[src/rtl/aes_small_pkg.sv]
// Shared types and constants for the AES-SMALL round loop.
// Imported by the round sequencer and its state registers.
package aes_small_pkg;

  localparam int AES_NR = 10;
  localparam int AES_CW = 4;

  typedef logic [31:0] aes_word_t;

  typedef enum logic [1:0] {
    IDLE = 2'd0,
    RUN  = 2'd1,
    HOLD = 2'd2
  } state_t;

endpackage

[src/rtl/aes_state_reg.sv]
// Four-word state register with synchronous active-low clear
// and a load enable; used for both feedback and result words.
module aes_state_reg (
  input  logic        clk,
  input  logic        rst_n,
  input  logic        load,
  input  logic [31:0] d0,
  input  logic [31:0] d1,
  input  logic [31:0] d2,
  input  logic [31:0] d3,
  output logic [31:0] q0,
  output logic [31:0] q1,
  output logic [31:0] q2,
  output logic [31:0] q3
);

  always_ff @(posedge clk) begin
    if (!rst_n) begin
      q0 <= '0;
      q1 <= '0;
      q2 <= '0;
      q3 <= '0;
    end else if (load) begin
      q0 <= d0;
      q1 <= d1;
      q2 <= d2;
      q3 <= d3;
    end
  end

endmodule

[src/rtl/aes_round_sequencer.sv]
// Feedback end of the AES-SMALL round loop: round counter FSM,
// feedback register and valid/ready result register.
module aes_round_sequencer
  import aes_small_pkg::*;
#(
  parameter int NR = AES_NR,
  parameter int CW = AES_CW
) (
  input  logic          clk,
  input  logic          rst_n,
  input  logic          in_valid,
  output logic          in_ready,
  output logic [CW-1:0] count,
  output logic          key_flag,
  output logic          last_round,
  input  logic [31:0]   rnd_x,
  input  logic [31:0]   rnd_y,
  input  logic [31:0]   rnd_z,
  input  logic [31:0]   rnd_w,
  output logic [31:0]   fb_a1,
  output logic [31:0]   fb_b1,
  output logic [31:0]   fb_c1,
  output logic [31:0]   fb_d1,
  output logic [31:0]   out_w0,
  output logic [31:0]   out_w1,
  output logic [31:0]   out_w2,
  output logic [31:0]   out_w3,
  output logic          out_valid,
  input  logic          out_ready
);

  localparam logic [CW-1:0] LAST = CW'(NR);
  localparam logic [CW-1:0] ONE  = CW'(1);

  state_t        state, state_d;
  logic [CW-1:0] count_d;
  logic          at_last;

  assign at_last    = (count == LAST);
  assign in_ready   = (state == IDLE);
  assign key_flag   = (state == RUN);
  assign last_round = (state == RUN) && at_last;
  assign out_valid  = (state == HOLD);

  always_ff @(posedge clk) begin
    if (!rst_n) begin
      state <= IDLE;
      count <= '0;
    end else begin
      state <= state_d;
      count <= count_d;
    end
  end

  always_comb begin
    state_d = state;
    count_d = count;
    unique case (state)
      IDLE: begin
        if (in_valid) begin
          state_d = RUN;
          count_d = ONE;
        end else begin
          count_d = '0;
        end
      end
      RUN: begin
        // out-of-range count can only come from an upset; recover to idle
        if (count > LAST || count == '0) begin
          state_d = IDLE;
          count_d = '0;
        end else if (at_last) begin
          state_d = HOLD;
          count_d = '0;
        end else begin
          count_d = count + ONE;
        end
      end
      HOLD: begin
        count_d = '0;
        if (out_ready) state_d = IDLE;
      end
      default: begin
        state_d = IDLE;
        count_d = '0;
      end
    endcase
  end

  aes_state_reg u_fb (
    .clk   (clk),
    .rst_n (rst_n),
    .load  (state == RUN),
    .d0    (rnd_x),
    .d1    (rnd_y),
    .d2    (rnd_z),
    .d3    (rnd_w),
    .q0    (fb_a1),
    .q1    (fb_b1),
    .q2    (fb_c1),
    .q3    (fb_d1)
  );

  aes_state_reg u_res (
    .clk   (clk),
    .rst_n (rst_n),
    .load  (state == RUN && at_last),
    .d0    (rnd_x),
    .d1    (rnd_y),
    .d2    (rnd_z),
    .d3    (rnd_w),
    .q0    (out_w0),
    .q1    (out_w1),
    .q2    (out_w2),
    .q3    (out_w3)
  );

endmodule

[config.mk]
export PLATFORM = sky130hd
export DESIGN_NAME = aes_round_sequencer
export DESIGN_NICKNAME = d
export VERILOG_FILES = /design/src/rtl/aes_small_pkg.sv /design/src/rtl/aes_state_reg.sv /design/src/rtl/aes_round_sequencer.sv
export SDC_FILE = /design/constraint.sdc
export NUM_CORES = 1
export LEC_CHECK = 0
export BUFFER_PORTS_ARGS = -buffer_cell sky130_fd_sc_hd__buf_2
export CAP_MARGIN = 30
export CORE_UTILIZATION = 25
export DETAILED_ROUTE_END_ITERATION = 12
export PLACE_DENSITY_LB_ADDON = 0.08
export SLEW_MARGIN = 20
export SYNTH_ARGS = -nofsm -noshare
export SYNTH_HDL_FRONTEND = slang
export SYNTH_HIERARCHICAL = 1
export SYNTH_SLANG_ARGS = --single-unit
[constraint.sdc]
create_clock -name clk -period 2 [get_ports clk]
set_input_delay 0.4 -clock clk [delete_from_list [all_inputs] [get_ports clk]]
set_output_delay 0.4 -clock clk [all_outputs]
set_load 0.01 [all_outputs]
# --- Word-level counts from Yosys, hierarchy flattened ---
# Cells that the tools add are included.
totals:
  reg_bits: 262
  input_bits: 132
  out_inout_bits: 264
op_classes:
  order_cmp: 1
  n_eq_ne: 6
  add_sub_neg: 1
  n_reduce_logical: 5
  mux: 9
ops:
  columns: ["op", "n"]
  rows:
  - ["2-bit two-way mux", 4]
  - ["4-bit two-way mux", 2]
  - ["4-bit one-hot mux with 2 select lines", 1]
  - ["2-bit one-hot mux with 3 select lines", 1]
  - ["4-bit by 1-bit adder with 4-bit output, second input constant", 1]
  - ["4-bit == test, second input constant", 1]
  - ["4-bit greater-than comparator, second input constant", 1]
  - ["4-bit logical NOT", 1]
  - ["3-bit by 1-bit inequality test with 1-bit output, second input constant", 1]
  - ["3-bit AND reduction", 1]
  - ["2-bit by 1-bit == test with 1-bit output, second input constant", 1]
  - ["2-bit == test, second input constant", 1]
  - ["2-bit logical NOT", 1]
  - ["2-bit by 1-bit inequality test with 1-bit output, second input constant", 1]
  - ["2-bit inequality test, second input constant", 1]
  - ["1-bit logical AND", 1]
  - ["1-bit logical OR", 1]
  - ["1-bit two-way mux", 1]

# --- Logic depth before layout (Yosys ltp) ---
logic_depth:
  depth_word: 4
  ltp_mapped: 8
  ltp_nobuf: 6

# --- Hierarchy ---
# The synthesis kept the hierarchy.
by_module_without_submodules:
  columns: ["mod", "area_per_inst_um2", "instances", "cells_per_inst"]
  rows:
  - ["aes_state_reg", 4968.5, 2, 412]
  - ["aes_round_sequencer", 340.3, 1, 40]

# --- Worst setup path after synthesis ---
# OpenSTA, ideal clock, no wires.
synth_path:
  kind: "register to register"
  startpoint: "reg count[1]"
  endpoint: "reg u_res.q0[10]"
  path_slack_ns: 0.191
  synth_period_minus_slack_ns: 1.809
  t_arrival_ns: 1.693
  n_path_buf: 2
  required_ns: 1.884
  path_stages_with_launch: 8
  cell_sequence: "dfxtp_1 ha_1 nand3b_1 nor2_1 buf_6 buf_12 mux2i_1 nor2b_1"
synth_via:
  elab_chain_cells: 2
synth_rtl:
  columns: ["element", "line_no", "text"]
  rows:
  - ["start: declaration", "aes_round_sequencer.sv:13", "output logic [CW-1:0] count,"]
  - ["start signal: assignment", "aes_round_sequencer.sv:51", "count <= count_d;"]
  - ["4-bit == test", "aes_round_sequencer.sv:39", "assign at_last = (count == LAST);"]
  - ["1-bit logical AND", null, null]
  - ["via last_round", "aes_round_sequencer.sv:15", "output logic last_round,"]
  - ["end signal: assignment", "aes_state_reg.sv:19", "q0 <= '0;"]
  - ["end signal: assignment", "aes_state_reg.sv:24", "q0 <= d0;"]
  - ["end: declaration", "aes_state_reg.sv:11", "output logic [31:0] q0,"]
# The timed path passes the listed nets, and every way through them passes these cells.
# A chain may end at the register's enable or synchronous reset.

# --- Worst setup path after layout ---
layout_path:
  startpoint: "reg count[0]"
  endpoint: "out last_round"
layout_via:
  elab_chain_cells: 2
layout_rtl:
  columns: ["element", "line_no", "text"]
  rows:
  - ["4-bit == test", "aes_round_sequencer.sv:39", null]
  - ["1-bit logical AND", "aes_round_sequencer.sv:42", "assign last_round = (state == RUN) && at_last;"]
  - ["end: declaration", "aes_round_sequencer.sv:15", null]
# No other way between the ends.

==> impl_results.md <==
* Starting density of the core at 25.6%
* Clock Sinks at 262
* DR iter-0 viols at 160
* Post-Syn Instances at between 800 and 900
* Die ar. at 41900 µm²
* Mean routed wirelength per cell at 16.0 µm
* First-pass GRT wire length at 43600 µm
* EDFF count, synth at 0
* Ys flop type: dfxtp_1
* Final core utilization at 34.4%
* Clk_lat worst skew at 0.55 ns
* Status: finished, final reports clean
* Post-DRT Antenna Nets at 0
* Placed Area at 12700 µm²
* Post-synthesis sequential area ratio at 51.0%
* PwrDens at 893 nW/µm²
* Worst vdd ir at between 500 and 600 µV
* Leak pwr at about 5.8 nW
* Req. time, crit path at 1.60 ns
* Via count at 7296
* YS warnings at 6
* CP endpoint kind: output pin
* CTS Hold Bufs at 0
* Die width at 205 µm
* Worst Max-Slew Pin Slew at around 0.33 ns
* Max-slew violations at 0
* Vias in the first global route at 7402
* Fmax at ~0.52 GHz
* Syn Nets at between 900 and 1000
* Largest net degree at the start of global routing at 60
* Detailed Place HPWL at around 21000 µm
* Mean area per synthesized cell at between 10 and 15 µm²
* CP arrival at approximately 1.5 ns
* Final Hold Violating Endpoints at 0
* Die Y at 205 µm
* Ys async rst share at 0%
* Hold Slack at 0.111 ns
* RSZ-0062 raised after global routing: true
* Final nets at 1403
* Site Rows at 73
* CTS Buf Count at 31
* Clock skew at 0.00944 ns
* Synth Cell Area at 10300 µm²
* Layout cells sized above 1 at 37.9%
* Final period util at 95.9%
* Seq cells post-synth at roughly 260
* Synth cell types at 24
* Final critical-path required period at 1.92 ns
* Post-Layout Inst Area at 13800 µm²
* IO Port Bufs at a little under 400
* CTS tree: done
* Crit Path Category: reg -> out
* Crit path launch type: register
* Gpl congestion at between 0.7 and 0.8
* IO Count at 396
* Gr ovfl total at 0
* Core area at 40100 µm²
* First-pass DRT Iterations at 4
* Worst Path Max Fanout at 3
* Final worst slack at 0.0826 ns
* Max-cap violations at 0
* Initial antenna violation count at 3
* H-tree Lvls at 1
* Place WS at 0.209 ns
* Clock Tree Root: clkbuf_16
* Finish-stage setup viols at 0
* Final WL at 29000 µm
* CTS clk-pin slew, worst paths at 0.06 ns
* Setup TNS at 0 ns
* HP Class: in -> reg
* CTS max path bufs at 3
* Worst slew margin at 78.2%
* Area growth syn-to-layout at 34.4%
* Drt drc at 0
* Total GRT Usage at 13.3%
* Vias per Instance at between 4 and 5
[final timing paths]
check	start	endpoint	slack [ns]	depth (start not counted)
worst min register to register	u_fb/q3[4]$_SDFFE_PN0P_	u_fb/q3[4]$_SDFFE_PN0P_	0.50	2
worst min-delay path	in_valid	count[0]$_SDFF_PN0_	0.11	3
worst max register to register	count[0]$_SDFF_PN0_	u_res/q2[27]$_SDFFE_PN0P_	0.17	8
worst max-delay path	count[0]$_SDFF_PN0_	last_round	0.08	5
[flip-flops by register name (all words and copies together), names as in the netlist]
name      count
count         4
state         2
u_fb/q0      32
u_fb/q1      32
u_fb/q2      32
u_fb/q3      32
u_res/q0     32
u_res/q1     32
u_res/q2     32
u_res/q3     32
[logic make-up (layout without fill, tap and decap cells)]
kind of cell / count (synthesis) / count (layout) / share of synthesized area, %
compound gates: 7 / 7 / 0.523
xor+xnor: 2 / 2 / 0.170
fa+ha+maj: 3 / 3 / 0.365
buf+inv: 59 / 485 / 6.42
flops: 262 / 262 / 51.0
mux: 256 / 256 / 24.9
other cells: 0 / 2 / 0
simple gates: 275 / 275 / 16.6
[metal layers]
metal	track usage, %	vias up	share of wire [%]
met5	0	-	0.086
met4	3.70	4	2.4
met3	5.01	47	9.3
met2	20.8	237	44
met1	16.8	3329	44
li1	-	3679	-
[Yosys cell counts, types with 2 or more instances]
master | instances | share of area [%]
a211o_1 | 2 | 0.17
buf_12 | 26 | 5.1
buf_6 | 2 | 0.22
clkbuf_1 | 28 | 1.0
dfxtp_1 | 262 | 51
ha_1 | 3 | 0.37
inv_1 | 3 | 0.11
mux2i_1 | 256 | 25
nand2_1 | 2 | 0.073
nand3_1 | 3 | 0.15
nor2_1 | 7 | 0.26
nor2b_1 | 258 | 16
[stage by stage]
| step | total power, mW | instances |
|---|---|---|
| 6_report | 12.3 | 1817 |
| 3_5_place_dp | 6.69 | 1753 |
| 5_1_grt | 12.9 | 1815 |
| 4_1_cts | 12.6 | 1815 |
| 2_1_floorplan | 6.25 | 864 |
| 3_3_place_gp | 6.69 | 1753 |
[cell usage in the layout (no fill, tap or decap), types with 2 or more instances in the layout]
cell type | Yosys | routed
clkbuf_1 | 28 | 4
buf_4 | 0 | 17
buf_2 | 0 | 393
a211o_1 | 2 | 2
clkbuf_16 | 0 | 31
buf_6 | 2 | 2
nor2_1 | 7 | 6
dfxtp_4 | 0 | 2
mux2i_1 | 256 | 256
ha_1 | 3 | 2
nand3_1 | 3 | 3
dfxtp_1 | 262 | 258
clkbuf_8 | 0 | 9
dfxtp_2 | 0 | 2
diode_2 | 0 | 2
bufinv_16 | 0 | 4
buf_12 | 26 | 14
nor2b_1 | 258 | 258
clkinv_2 | 0 | 7
nand2_1 | 2 | 2
[power breakdown]
group | switching, mW | total [mW] | internal (mW)
clock network | 2.24 | 5.77 | 3.53
logic | 0.558 | 1.11 | 0.551
registers | 0.0801 | 5.46 | 5.38
total | 2.87 | 12.3 | 9.46
[area by class of cell]
cell class | instances | area [µm²]
fill | 4161 | 26300
timing repair inverter | 1 | 8.76
clock inverter | 11 | 133
antenna | 2 | 5.00
clock buffer | 44 | 915
inverter | 3 | 40.0
timing repair buffer | 426 | 2400
multi-input combinational | 543 | 4400
tap | 525 | 657
sequential | 262 | 5260
[worst max-delay path: stages (launching register included)]
cell and delay (ns):
dfxtp_4 0.35, inv_4 0.06, ha_4 0.12, nand3b_1 0.13, nor2_4 0.17, buf_6 0.13
[timing repair]
action / in CTS / in global routing
setup endpoints to repair: 2 / 30
buffers inserted: 6 / 1
cloned: 1 / 0
pin swaps: 1 / 2
resized for setup: 12 / 3
Note: power is estimated with default switching activity, not from simulation.
